[src/rtl/mips_trace_buffer.sv]
// Circular {PC, instruction, ALU} trace capture for the MIPS core with programmable
// trigger and post-trigger depth; frozen trace is popped oldest-first with 1-cycle latency.
module mips_trace_buffer #(
   parameter  int DATA_W = 32,
   parameter  int DEPTH  = 16,
   localparam int AW     = $clog2(DEPTH)
) (
   input  logic              clk,
   input  logic              rst,
   input  logic              cap_en,
   input  logic [DATA_W-1:0] pc_in,
   input  logic [DATA_W-1:0] instr_in,
   input  logic [DATA_W-1:0] alu_in,
   input  logic              jump_in,
   input  logic              arm,
   input  logic [1:0]        trig_mode,
   input  logic [DATA_W-1:0] trig_value,
   input  logic [AW-1:0]     post_count,
   input  logic              rd_en,
   output logic              rd_valid,
   output logic [DATA_W-1:0] rd_pc,
   output logic [DATA_W-1:0] rd_instr,
   output logic [DATA_W-1:0] rd_alu,
   output logic [AW:0]       level,
   output logic              armed,
   output logic              triggered,
   output logic              done
);

   typedef enum logic [1:0] {IDLE, ARMED, POST, DONE} state_t;

   typedef struct packed {
      logic [DATA_W-1:0] pc;
      logic [DATA_W-1:0] instr;
      logic [DATA_W-1:0] alu;
   } samp_t;

   localparam logic [AW:0] LVL_FULL = (AW+1)'(DEPTH);

   state_t         state_q, state_d;
   logic [AW-1:0]  wr_ptr_q, wr_ptr_d;
   logic [AW:0]    level_q, level_d;
   logic [AW-1:0]  rem_q, rem_d;
   logic           rd_valid_q;
   samp_t          rd_q;
   samp_t          mem_q [DEPTH];

   logic           trig_hit;
   logic           wr_en;
   logic           rd_fire;
   logic [AW-1:0]  rd_idx;

   always_comb begin
      trig_hit = 1'b0;
      unique case (trig_mode)
         2'b00: trig_hit = 1'b0;
         2'b01: trig_hit = jump_in;
         2'b10: trig_hit = (pc_in == trig_value);
         2'b11: trig_hit = (instr_in == trig_value);
      endcase
   end

   // With a full buffer level[AW-1:0] is 0, so the oldest entry is wr_ptr itself.
   assign rd_idx = wr_ptr_q - level_q[AW-1:0];

   always_comb begin
      state_d  = state_q;
      wr_ptr_d = wr_ptr_q;
      level_d  = level_q;
      rem_d    = rem_q;
      wr_en    = 1'b0;
      rd_fire  = 1'b0;
      if (arm) begin
         state_d  = ARMED;
         wr_ptr_d = '0;
         level_d  = '0;
      end else begin
         unique case (state_q)
            IDLE: ;
            ARMED: if (cap_en) begin
               wr_en    = 1'b1;
               wr_ptr_d = wr_ptr_q + 1'b1;
               level_d  = (level_q == LVL_FULL) ? level_q : level_q + 1'b1;
               if (trig_hit) begin
                  if (post_count == '0) begin
                     state_d = DONE;
                  end else begin
                     rem_d   = post_count;
                     state_d = POST;
                  end
               end
            end
            POST: if (cap_en) begin
               wr_en    = 1'b1;
               wr_ptr_d = wr_ptr_q + 1'b1;
               level_d  = (level_q == LVL_FULL) ? level_q : level_q + 1'b1;
               rem_d    = rem_q - 1'b1;
               if (rem_q == AW'(1)) state_d = DONE;
            end
            DONE: if (rd_en && level_q != '0) begin
               rd_fire = 1'b1;
               level_d = level_q - 1'b1;
            end
         endcase
      end
   end

   always_ff @(posedge clk) begin
      if (rst) begin
         state_q    <= IDLE;
         wr_ptr_q   <= '0;
         level_q    <= '0;
         rem_q      <= '0;
         rd_valid_q <= 1'b0;
         rd_q       <= '0;
      end else begin
         state_q    <= state_d;
         wr_ptr_q   <= wr_ptr_d;
         level_q    <= level_d;
         rem_q      <= rem_d;
         rd_valid_q <= rd_fire;
         if (rd_fire) rd_q <= mem_q[rd_idx];
      end
   end

   always_ff @(posedge clk) begin
      if (wr_en && !rst) mem_q[wr_ptr_q] <= {pc_in, instr_in, alu_in};
   end

   assign rd_valid  = rd_valid_q;
   assign rd_pc     = rd_q.pc;
   assign rd_instr  = rd_q.instr;
   assign rd_alu    = rd_q.alu;
   assign level     = level_q;
   assign armed     = (state_q == ARMED);
   assign triggered = (state_q == POST) || (state_q == DONE);
   assign done      = (state_q == DONE);

endmodule

[config.mk]
export PLATFORM = sky130hd
export DESIGN_NAME = mips_trace_buffer
export DESIGN_NICKNAME = d
export VERILOG_FILES = /design/src/rtl/mips_trace_buffer.sv
export SDC_FILE = /design/constraint.sdc
export NUM_CORES = 2
export LEC_CHECK = 0
export ABC_CLOCK_PERIOD_IN_PS = 7500
export CAP_MARGIN = 25
export CELL_PAD_IN_SITES_DETAIL_PLACEMENT = 2
export CELL_PAD_IN_SITES_GLOBAL_PLACEMENT = 2
export CORE_MARGIN = 3
export CORE_UTILIZATION = 40
export DETAILED_ROUTE_END_ITERATION = 16
export HOLD_SLACK_MARGIN = 0.05
export PLACE_DENSITY_LB_ADDON = 0.1
export SYNTH_ARGS = -nofsm -noshare
export SYNTH_HDL_FRONTEND = slang
export SYNTH_SLANG_ARGS = --single-unit
[constraint.sdc]
create_clock -name clk -period 7.5 [get_ports clk]
set_input_delay 2.25 -clock clk [delete_from_list [all_inputs] [get_ports clk]]
set_output_delay 2.25 -clock clk [all_outputs]
set_load 0.03 [all_outputs]
==> impl_results.md <==
- Status: complete, no violations
- IO buf count: 244
- Post-DP HPWL: 107000 um
- ANT nets after route: 0
- Tmin final: 5260 ps
- DP Worst Slack: 1620 ps
- Post-CTS Setup Inserts: 0
- Initial core utilization: 0.404
- Layout Utilization: 0.475
- Top-Level Pins: 245
- Synth unique cells: 56
- Placer Congestion: 0.786
- MaxCap Viol Count: 0
- Max IR drop VDD: 0.000249 V
- Critical path fanouts, max: 17
- Cts hold-fix bufs: 0
- Core ar.: 157000 um^2
- Max Root-Sink Buffers: 3
- Routed wire length: 195000 um
- Vias post-DR: 33900
- Clk_skew: 23.9 ps
- CTS buffer count: 177
- Global Route Usage Sum: 0.241
- Area contributors post-synth: edfxtp_1, mux4_2, dfxtp_1, nand2_1, a311oi_1
- Critical path launch point type: primary input
- # setup viols final: 0
- Asr flop ratio synth: 0
- Vias in the first global route: 37900
- Synth area leader: edfxtp_1
- Area Growth Syn to Fin: 17.5%
- Post-Synthesis Net Count: 3414
- Initial DRC count: 3264
- Worst hold path class: reg2reg
- CTS sink cnt: 1648
- Setup TNS: 0 ps
- Final WS setup: 2240 ps
- Seq cells post-synth: 1648
- Unrepaired setup endpoints after global routing: no
- CTS root buf: clkbuf_16
- Rows: 145
- Antenna violations before repair: 32
- Fin. Hold Viols: 0
- CTS tree: done
- Avg WL per Cell: 33.6 um
- DIE AREA: 163000 um^2
- Layout Cells excl Fill: 5797
- Top_reg_cell synth: edfxtp_1
- Synthesis Warnings: 0
- Least-Margin Pin Slew: 1120 ps
- LEAKAGE: 24.2 nW
- Die Y-Extent: 404 um
- P per Cell Area: 268 nW/um^2
- Relative slew slack: 0.247
- Largest net degree at the start of global routing: 106
- Vias per inst: 5.84
- Syn Area/Cell: 19.4 um^2
- Max-slew violations: 0
- Post-Place Cells: 5451
- CP endpoint kind: register
- Die width: 404 um
- Residual DRC: 0
- Mapped cell area: 63300 um^2
- Clk Latency, worst-skew pair: 800 ps
- Commonest cells post-synth: edfxtp_1, nand2_1, mux4_2
- Final net count: 3729
- Layout cells sized above 1: 0.195
- Post-cts sizing count: 0
- DR pass1 iterations: 7
- Post-synth EDFFs: 1536
- Total gr overflow: 0
- Post-Synthesis Cells: 3257
- Critical Path AT: 5880 ps
- WP data required: 8120 ps
- FILL cells: 14000
- WS Path Type: in2reg
- First-pass GRT wire length: 281000 um
- Max Freq: 190 MHz
- CTS H-Tree Depth: 4
- Total power: 20.0 mW
- Period Utilization, post-route: 0.702
- Count leader, synth: edfxtp_1
- CTS clk-pin slew, worst paths: 60 ps
- Post-synth top area share: 0.729
- Seq/Total Area, Yosys: 0.764
-- cells by family (layout without fill, tap and decap cells) --
logic type | after synthesis | in the layout | synth area share
xor+xnor | 37 | 37 | 0.00512
mux | 396 | 396 | 0.139
simple gates | 675 | 675 | 0.0457
compound gates | 261 | 261 | 0.0286
flops | 1648 | 1648 | 0.764
other cells | 0 | 14 | 0
buf+inv | 223 | 691 | 0.0144
fa+ha+maj | 17 | 17 | 0.00360
-- cell type report --
cell class	instances	area, um^2	share of cell area
clock buffers	261	4950	0.0666
inverters	37	139	0.00187
flip-flops and latches	1648	48400	0.650
well taps	2058	2570	0.0346
clock inverters	71	627	0.00843
repair buffers	322	3470	0.0466
multi-input cells	1386	14200	0.191
diodes	14	35.0	0.000471
-- placed cells by master, fill, tap and decap left out, types with 34 or more instances in the layout --
cell / netlist / routed
a21oi_1: 107 / 107
a311oi_1: 96 / 96
and3_1: 96 / 96
buf_12: 0 / 34
buf_4: 0 / 42
clkbuf_1: 136 / 69
clkbuf_16: 0 / 182
clkdlybuf4s50_1: 0 / 243
dfxtp_1: 112 / 112
edfxtp_1: 1536 / 1536
inv_1: 37 / 37
mux4_2: 384 / 384
nand2_1: 400 / 400
nor2_1: 141 / 125
-- state kept, by name, indices dropped and copies added, names as in the netlist --
register  flops
mem_q      1536
rd_pc        32
rem_q         4
wr_ptr_q      4
level         5
rd_valid      1
rd_alu       32
state_q       2
rd_instr     32
-- per-layer routing --
| layer | part of all wire | global-route usage | vias to the layer above | wire length, um |
|---|---|---|---|---|
| met5 | 0.00061 | 0 | - | 118 |
| met4 | 0.018 | 0.0550 | 16 | 3500 |
| met3 | 0.063 | 0.0449 | 239 | 12300 |
| met2 | 0.49 | 0.394 | 1126 | 94700 |
| met1 | 0.43 | 0.339 | 18700 | 84300 |
| li1 | - | - | 13800 | - |
-- path summary, 6_finish.rpt --
check | start | endpoint | slack (ps) | depth (start not counted)
worst max-delay path | instr_in[5] | rem_q[1] | 2240 | 9
worst min-delay path | rd_alu[23] | rd_alu[23] | 480 | 2
worst min register to register | rd_alu[23] | rd_alu[23] | 480 | 2
worst max register to register | wr_ptr_q[0] | rd_alu[12] | 2800 | 11
-- through the flow --
step / hold slack [ps] / cell area [um^2]
after floorplan: 469 / 63300
after global placement: 469 / 68700
after detailed placement: 477 / 68800
after CTS: 493 / 74300
after global routing: 505 / 74400
final: 485 / 74400
-- where the power goes --
group          switching, mW  internal, mW
clock network           3.63          4.89
registers            0.00773          10.1
logic                  0.836         0.546
-- worst max-delay path, stage by stage --
cell and delay (ps):
clkdlybuf4s50_1 1090, mux2i_1 240, a221oi_1 340, nand4_1 200, nor4_1 760, buf_4 270, a21oi_2 110, a2111oi_0 500
a211oi_1 100
(Power assumes the default switching activity.)
